===== src/rtl/debug_host_ctrl.sv =====
// Debug-unit UART initiator: downloads a program from ROM, issues mode/step commands and captures the state-dump frame.
// Optional rx inter-byte watchdog enabled with `define DEBUG_HOST_RX_TIMEOUT_EN.
module debug_host_ctrl #(
    parameter int len                = 32,
    parameter int cant_instrucciones = 64,
    parameter int cant_regs          = 32,
    parameter int cant_mem_datos     = 16,
    parameter int hdr_words          = 6,
    parameter int LEN_DATA           = 8,
    parameter int TIMEOUT_CYCLES     = 1000000
) (
    input  logic                                  clk,
    input  logic                                  reset,
    output logic [$clog2(cant_instrucciones)-1:0] prog_addr,
    input  logic [len-1:0]                        prog_data,
    input  logic                                  load_req,
    input  logic                                  cmd_valid,
    input  logic [7:0]                            cmd_code,
    output logic                                  cmd_ready,
    output logic                                  tx_start,
    output logic [LEN_DATA-1:0]                   uart_data_out,
    input  logic                                  tx_done,
    input  logic                                  rx_done,
    input  logic [LEN_DATA-1:0]                   uart_data_in,
    output logic                                  dump_we,
    output logic [7:0]                            dump_addr,
    output logic [len-1:0]                        dump_data,
    output logic                                  frame_done,
    output logic                                  busy,
    output logic                                  prog_overflow,
    output logic                                  rx_timeout
);
    localparam int AW          = $clog2(cant_instrucciones);
    localparam int FRAME_WORDS = hdr_words + cant_regs + cant_mem_datos;
    localparam logic [7:0]    LAST_WORD = 8'(FRAME_WORDS - 1);
    localparam logic [AW-1:0] LAST_ADDR = AW'(cant_instrucciones - 1);

    typedef enum logic [2:0] {
        IDLE, SEND_START, FETCH, SEND_WORD, WAIT_CMD, SEND_CMD, RX_DUMP
    } state_t;

    state_t              state_reg;
    logic [1:0]          tx_phase_reg;
    logic [1:0]          byte_cnt_reg;
    logic [7:0]          word_cnt_reg;
    logic [len-1:0]      word_reg;
    logic [len-1:0]      asm_reg;
    logic [7:0]          cmd_reg;
    logic                fetch_wait_reg;
    logic                frame_end_reg;
    logic [LEN_DATA-1:0] tx_byte;
    logic                tx_fin;
    logic                timeout_hit;
    logic                send_state;

`ifdef DEBUG_HOST_RX_TIMEOUT_EN
    localparam int TW = $clog2(TIMEOUT_CYCLES + 1);
    logic [TW-1:0] wdog_reg;
    logic          rx_timeout_reg;

    // Counts idle cycles since the last received byte while a frame is being captured.
    assign timeout_hit = (state_reg == RX_DUMP) && !frame_end_reg && !rx_done &&
                         (wdog_reg == TW'(TIMEOUT_CYCLES - 1));

    always_ff @(posedge clk or negedge reset) begin
        if (!reset) begin
            wdog_reg       <= '0;
            rx_timeout_reg <= 1'b0;
        end else begin
            if (state_reg != RX_DUMP || rx_done || timeout_hit)
                wdog_reg <= '0;
            else
                wdog_reg <= wdog_reg + 1'b1;
            if (timeout_hit)
                rx_timeout_reg <= 1'b1;
        end
    end
    assign rx_timeout = rx_timeout_reg;
`else
    assign timeout_hit = 1'b0;
    assign rx_timeout  = 1'b0;
`endif

    assign cmd_ready  = (state_reg == WAIT_CMD);
    assign busy       = (state_reg != IDLE) && (state_reg != WAIT_CMD);
    assign send_state = (state_reg == SEND_START) || (state_reg == SEND_WORD) ||
                        (state_reg == SEND_CMD);
    // tx_done only counts while our own request is up.
    assign tx_fin     = send_state && (tx_phase_reg == 2'd2) && tx_start && tx_done;

    always_comb begin
        tx_byte = LEN_DATA'(1);
        case (state_reg)
            SEND_WORD: tx_byte = word_reg[{byte_cnt_reg, 3'b000} +: LEN_DATA];
            SEND_CMD:  tx_byte = LEN_DATA'(cmd_reg);
            default:   ;
        endcase
    end

    always_ff @(posedge clk or negedge reset) begin
        if (!reset) begin
            state_reg      <= IDLE;
            tx_phase_reg   <= 2'd0;
            byte_cnt_reg   <= 2'd0;
            word_cnt_reg   <= 8'd0;
            word_reg       <= '0;
            asm_reg        <= '0;
            cmd_reg        <= 8'd0;
            fetch_wait_reg <= 1'b0;
            frame_end_reg  <= 1'b0;
            prog_addr      <= '0;
            tx_start       <= 1'b0;
            uart_data_out  <= '0;
            dump_we        <= 1'b0;
            dump_addr      <= 8'd0;
            dump_data      <= '0;
            frame_done     <= 1'b0;
            prog_overflow  <= 1'b0;
        end else begin
            dump_we    <= 1'b0;
            frame_done <= 1'b0;

            // Byte handshake: present data, raise tx_start a cycle later, drop it on tx_done.
            if (send_state) begin
                case (tx_phase_reg)
                    2'd0: begin
                        uart_data_out <= tx_byte;
                        tx_phase_reg  <= 2'd1;
                    end
                    2'd1: begin
                        tx_start     <= 1'b1;
                        tx_phase_reg <= 2'd2;
                    end
                    default: begin
                        if (tx_fin) begin
                            tx_start     <= 1'b0;
                            tx_phase_reg <= 2'd0;
                        end
                    end
                endcase
            end

            case (state_reg)
                IDLE: begin
                    if (load_req) begin
                        prog_addr    <= '0;
                        tx_phase_reg <= 2'd0;
                        state_reg    <= SEND_START;
                    end
                end
                SEND_START: begin
                    if (tx_fin) begin
                        fetch_wait_reg <= 1'b0;
                        state_reg      <= FETCH;
                    end
                end
                FETCH: begin
                    // ROM output is registered: give it one full cycle on the new address.
                    if (!fetch_wait_reg) begin
                        fetch_wait_reg <= 1'b1;
                    end else begin
                        word_reg     <= prog_data;
                        byte_cnt_reg <= 2'd0;
                        state_reg    <= SEND_WORD;
                    end
                end
                SEND_WORD: begin
                    if (tx_fin) begin
                        if (byte_cnt_reg == 2'd3) begin
                            byte_cnt_reg <= 2'd0;
                            if (word_reg[len-1 -: 6] == 6'b111111) begin
                                state_reg <= WAIT_CMD;
                            end else if (prog_addr == LAST_ADDR) begin
                                prog_overflow <= 1'b1;
                                state_reg     <= WAIT_CMD;
                            end else begin
                                prog_addr      <= prog_addr + 1'b1;
                                fetch_wait_reg <= 1'b0;
                                state_reg      <= FETCH;
                            end
                        end else begin
                            byte_cnt_reg <= byte_cnt_reg + 2'd1;
                        end
                    end
                end
                WAIT_CMD: begin
                    if (cmd_valid && (cmd_code inside {8'h02, 8'h03, 8'h05, 8'h06})) begin
                        cmd_reg      <= cmd_code;
                        tx_phase_reg <= 2'd0;
                        state_reg    <= SEND_CMD;
                    end
                end
                SEND_CMD: begin
                    if (tx_fin) begin
                        case (cmd_reg)
                            8'h02, 8'h06: begin
                                byte_cnt_reg  <= 2'd0;
                                word_cnt_reg  <= 8'd0;
                                asm_reg       <= '0;
                                frame_end_reg <= 1'b0;
                                state_reg     <= RX_DUMP;
                            end
                            8'h03:   state_reg <= WAIT_CMD;
                            default: state_reg <= IDLE;
                        endcase
                    end
                end
                RX_DUMP: begin
                    if (frame_end_reg || timeout_hit) begin
                        frame_done    <= frame_end_reg;
                        frame_end_reg <= 1'b0;
                        word_cnt_reg  <= 8'd0;
                        byte_cnt_reg  <= 2'd0;
                        asm_reg       <= '0;
                        state_reg     <= WAIT_CMD;
                    end else if (rx_done) begin
                        if (byte_cnt_reg == 2'd3) begin
                            dump_we      <= 1'b1;
                            dump_addr    <= word_cnt_reg;
                            dump_data    <= {uart_data_in, asm_reg[len-LEN_DATA-1:0]};
                            word_cnt_reg <= word_cnt_reg + 8'd1;
                            byte_cnt_reg <= 2'd0;
                            asm_reg      <= '0;
                            if (word_cnt_reg == LAST_WORD)
                                frame_end_reg <= 1'b1;
                        end else begin
                            asm_reg[{byte_cnt_reg, 3'b000} +: LEN_DATA] <= uart_data_in;
                            byte_cnt_reg <= byte_cnt_reg + 2'd1;
                        end
                    end
                end
                default: state_reg <= IDLE;
            endcase
        end
    end
endmodule

===== config.mk =====
export PLATFORM = sky130hd
export DESIGN_NAME = debug_host_ctrl
export DESIGN_NICKNAME = d
export VERILOG_FILES = /design/src/rtl/debug_host_ctrl.sv
export SDC_FILE = /design/constraint.sdc
export NUM_CORES = 1
export LEC_CHECK = 0
export ABC_AREA = 0
export CORE_MARGIN = 3
export CORE_UTILIZATION = 55
export CTS_CLUSTER_SIZE = 40
export DETAILED_ROUTE_END_ITERATION = 16
export PLACE_DENSITY = 0.87
export SYNTH_ARGS = -nofsm -noshare
export SYNTH_HDL_FRONTEND = slang
export SYNTH_SLANG_ARGS = --single-unit

===== constraint.sdc =====
create_clock -name clk -period 3.5 [get_ports clk]
set_clock_uncertainty 0.05 [all_clocks]
set_input_delay 0.875 -clock clk [delete_from_list [all_inputs] [get_ports clk]]
set_output_delay 0.875 -clock clk [all_outputs]
set_load 0.03 [all_outputs]

Word level (Yosys, flattened, before mapping)
Index checks and enable logic that the tools add are counted.
W data, S select, Z words.
{"block": "classes", "n_eq_ne": 33, "shifts": 3, "n_mux": 66, "n_bitwise": 3, "n_addsub": 4, "reduce_logical": 30}
{"op": "$mux W32", "n": 5}
{"op": "$pmux W32 S2", "n": 1}
{"op": "$mux W8", "n": 5}
{"op": "$bwmux W32", "n": 1}
{"op": "$eq A8 B2 Y1 const B", "n": 4}
{"op": "$pmux W8 S2", "n": 2}
{"op": "$shift A8 B7 Y32 const A", "n": 1}
{"op": "$shiftx A32 B6 Y8", "n": 1}
{"op": "$shiftx A8 B7 Y32", "n": 1}
{"op": "$mux W3", "n": 10}
{"op": "$mux W6", "n": 5}
{"op": "$eq A8 B3 Y1 const B", "n": 3}
{"op": "$mux W2", "n": 11}
{"op": "$pmux W3 S7", "n": 1}
{"op": "$reduce_and A6 Y1", "n": 3}
{"op": "$mux W1", "n": 17}
{"op": "$ne A2 B2 Y1 const B", "n": 8}
{"op": "$eq A6 B6 Y1 const B", "n": 2}
{"op": "$pmux W6 S2", "n": 1}
{"op": "$reduce_and A5 Y1", "n": 2}
{"op": "$eq A3 B3 Y1 const B", "n": 3}
{"op": "$ne A3 B3 Y1 const B", "n": 3}
{"op": "$add A8 B1 Y8 const B", "n": 1}
{"op": "$eq A8 B6 Y1 const B", "n": 1}
{"op": "other kinds (26)", "n": 47}
{"block": "word_totals", "regBits": 147, "input_bits": 54, "word_cells": 156, "out_inout_bits": 61}

Logic depth before layout (Yosys ltp)
{"block": "logic_depth", "ltp_word": 11, "mapped_depth": 8, "ltp_nobuf": 6}

Worst setup path before layout
OpenSTA, ideal clock, no wires.
{"block": "synth_path", "path_type": "in2reg", "start": "input cmd_code[4]", "end": "register state_reg[0]", "setup_ns": 0.128, "path_stages": 4, "arrival_time_ns": 2.127, "required_time_ns": 3.322, "path_buffers": 0, "path_slack_ns": 1.195, "path_cell_list": "nor4b_1 o211ai_1 a2111oi_2 mux2_1"}
{"block": "synth_via", "elab_chain_len": 5, "elab_cells_between_ends": 8, "cone_classes": "eq/ne (5); reduce/logical (3)"}
{"item": "from (decl)", "line": "18", "text": "input logic [7:0] cmd_code,"}
{"item": "$eq A8 B2 Y1 / $eq A8 B3 Y1 (equally long branches)", "line": "187", "text": "if (cmd_valid && (cmd_code inside {8'h02, 8'h03, 8'h05, 8'h06})) begin"}
{"item": "$reduce_bool A4 Y1 *", "line": "187"}
{"item": "$logic_and A1 B1 Y1 *", "line": "187"}
{"item": "$ne A2 B1 Y1 (no source line) *"}
{"item": "$reduce_and A8 Y1 (no source line) *"}
{"item": "to (signal assigned)", "line": "190", "text": "state_reg <= SEND_CMD;"}
{"item": "to (signal assigned)", "line": "201", "text": "state_reg <= RX_DUMP;"}
{"item": "to (signal assigned)", "line": "203", "text": "8'h03: state_reg <= WAIT_CMD;"}
{"item": "to (decl)", "line": "42", "text": "state_t state_reg;"}
Every way passes the cells marked *; elsewhere a longest branch is shown, timed or not.
A chain may end at the register's enable or synchronous reset.

Worst setup path in the final report
{"block": "layout_path", "start": "register state_reg[0]", "end": "output cmd_ready"}
{"block": "layout_via", "elab_chain_len": 1}
{"item": "from (signal assigned)", "line": "102", "text": "state_reg <= IDLE;"}
{"item": "from (signal assigned)", "line": "148", "text": "state_reg <= SEND_START;"}
{"item": "from (signal assigned)", "line": "154", "text": "state_reg <= FETCH;"}
{"item": "$eq A3 B3 Y1", "line": "84", "text": "assign cmd_ready = (state_reg == WAIT_CMD);"}
{"item": "to (decl)", "line": "19", "text": "output logic cmd_ready,"}
Every way passes these cells.

==> flow_metrics.py <==
metrics = {
    "worst_setup_path": {
        "crit_family": "buffers and inverters",
        "startpoint_type": "register",
        "cp_max_fo": 22,
        "criticalPathCategory": "reg -> out",
        "worstPathArrival_ps": 2200,
        "worst-path-buf-inv": 1,
        "crit_slowest_cell": "clkdlybuf4s50_1",
        "timing.rr.end": "prog_addr[5]",
        "path_cells": "nor3b_2 > clkdlybuf4s50_1",
        "rrSetupSlack_ps": 730,
        "critPathRequiredTime_ps": 2570,
        "r2r_cells": 5,
        "crit_path_end_kind": "output pin",
        "critPathMaxStageDelay_ps": 740,
        "crit-reg2reg-launch": "byte_cnt_reg[0]",
    },
    "global_route": {
        "globalRouteTotalUtil_pct": 24.0,
        "first_global_vias": 4871,
        "grt_pass1_wl_um": 24500,
        "antenna_found_initial": 0,
        "grt_overflow": 0,
        "grt_start_max_net_pins": 82,
    },
    "yosys": {
        "syn_inst": 579,
        "netlist_area_um2": 6340,
        "yosys-top-cells-area": "dfrtp_1 (55%), nand2_1 (7.6%), mux2_2 (5.1%)",
        "avgSynthCellArea_um2": 11.0,
        "synth_seq_area_share_pct": 54.8,
        "yosysWarningCount": 0,
        "synth_top_area_share_pct": 54.8,
        "synth_fp_nets": 643,
        "ys_async_sr_fraction_pct": 100,
        "synth-edff-count": 0,
        "yosysTopAreaCell": "dfrtp_1",
        "yosys_register_bits": 139,
        "synth_ff_type": "dfrtp_1",
        "yosys.cell_types.count": 55,
    },
    "power_and_ir_drop": {
        "powerDensity_nw_per_um2": 676,
        "max-vdd-ir-drop_mv": 0.536,
        "leakage_nw": 3.65,
    },
    "floorplan": {
        "core_um2": 11100,
        "die_width_um": 113,
        "std_cell_rows": 38,
        "die-area_um2": 12900,
        "die_y_um": 113,
        "ios": 115,
        "start_util_pct": 57.3,
    },
    "clock_tree": {
        "insertion_delay_ps": 420,
        "htreeDepth": 4,
        "cts_root_buf": "clkbuf_16",
        "cts_made_buffers": 17,
        "post_cts_buffers": 0,
        "cts_resized": 0,
        "clk_pin_slew_ps": 60,
        "cts.sinks": 139,
        "hold_buffers": 0,
        "clk_path_buf_depth": 2,
        "cts_tree": "done",
    },
    "sta": {
        "rsz0062_at_grt": "false",
        "final-hold-violation-count": 0,
        "post-route-min-period_ps": 3130,
        "post-route-period-util_pct": 89.4,
        "worst_slew_pin_slew_ps": 757,
        "setup_viol": 0,
        "fmax_mhz": 320,
        "setup_tns_ps": 0,
        "slew_viol_final": 0,
        "slew_headroom_pct": 49.6,
    },
    "final_layout": {
        "design_area_um2": 8180,
        "diodes": 0,
        "nFillCells": 749,
        "drive_gt1_share_pct": 11.8,
        "nNetsFinal": 747,
        "area_growth_syn_to_layout_pct": 29.0,
    },
    "detailed_routing": {
        "firstDrtPassIters": 7,
        "ant_nets": 0,
        "via_per_inst": 5.83,
        "wl_per_cell_um": 17.8,
        "drtIter0Drc": 359,
        "drc_errors": 0,
        "wirelength_um": 14900,
        "vias": 4875,
    },
    "flow_run": {
        "drv_cap": 0,
    },
    "worst_hold_path": {
        "hold_path_class": "reg -> reg",
        "hold-path-cell-count": 2,
        "min-delay-start": "asm_reg[7]",
        "hold_path_end": "dump_data[7]",
    },
    "outcome": {
        "status": "complete, no violations",
    },
    "place": {
        "gp_congestion": 0.825,
        "placed_cell_area_um2": 7550,
        "hpwl_um": 10100,
        "io_buffers": 113,
    },
}
==> per-stage QoR <==
stage	power [W]	cells	setup WS [ps]	util (%)	hold slack [ps]
after detailed placement	0.00362	804	526	68.2	402
after global routing	0.00578	836	336	73.9	444
after global placement	0.00352	804	622	68.2	403
final	0.00553	836	372	73.9	408
after floorplan	0.00315	579	1200	-	385
after CTS	0.00554	836	424	73.9	414
==> synthesized netlist by cell type, drive strengths merged (10+ instances only) <==
cell / n
a21oi: 23
a22o: 16
buf: 18
clkbuf: 15
dfrtp: 139
ha: 10
inv: 23
mux2: 38
mux2i: 15
nand2: 128
nor2: 17
o21ai: 22
==> worst register-to-register path: cells and delay by family, from the launching register on <==
family	cells	cell delay, ps
flops	1	810
compound gates	2	740
simple gates	1	240
fa+ha+maj	1	610
mux	1	260
==> where the power goes <==
part	internal [W]	switching [W]	leakage, nW
Clock	0.00123	0.000675	0.303
Sequential	0.00191	0.000282	1.77
Combinational	0.000721	0.000714	1.58
==> worst max-delay path by stage <==
stage / cells past startpoint / startpoint / slack, ps / end
finish: 2 / state_reg[0] / 370 / cmd_ready
global route: 2 / state_reg[0] / 340 / cmd_ready
CTS: 2 / state_reg[0] / 420 / cmd_ready
detailed placement: 5 / cmd_code[4] / 530 / state_reg[0]
global placement: 5 / cmd_code[4] / 620 / state_reg[0]
floorplan: 4 / cmd_code[4] / 1200 / state_reg[0]
==> layout by cell type, fill, tap and decap left out, types with 5 or more instances in the layout <==
cell type        synthesis  routed
a2111oi_0                5       5
a21oi_1                 23      23
a22o_1                  16      16
a22oi_1                  8       8
and2_1                   7       7
and3_1                   6       6
clkbuf_16                0      17
clkdlybuf4s50_1          0     112
dfrtp_1                139     139
ha_1                    10      10
inv_1                   23      23
mux2_1                   9       9
mux2_2                  29      29
mux2i_1                 15      15
mux4_2                   8       8
nand2_1                128     128
nand2b_1                 6       6
nand3_1                  8       7
nor2_1                  17      17
o21ai_0                 22      22
o31ai_1                  6       6
or4_1                    6       6
==> cells by family (layout without fill, tap and decap cells) <==
kind of cell	Yosys count	in the layout	synth area share, %
simple gates	205	205	15.3
flops	139	139	54.8
compound gates	107	107	12.0
mux	61	61	12.0
buf+inv	56	173	3.87
fa+ha+maj	10	10	1.97
other cells	1	1	0.0591
==> area by class of cell <==
class,instances,area [µm²],area share (%)
sequential,139,3480,42.5
multi-input combinational,384,2630,32.2
timing repair buffer,118,1180,14.4
clock buffer,21,460,5.63
tap,140,175,2.14
clock inverter,11,168,2.05
inverter,23,86.3,1.06
==> metal layers <==
metal  GRT usage (%)  wire [µm]
met1            31.9       6390
met3            6.31        908
met4            6.01        149
met5               0          0
met2            39.8       7470
(Power assumes the default switching activity.)
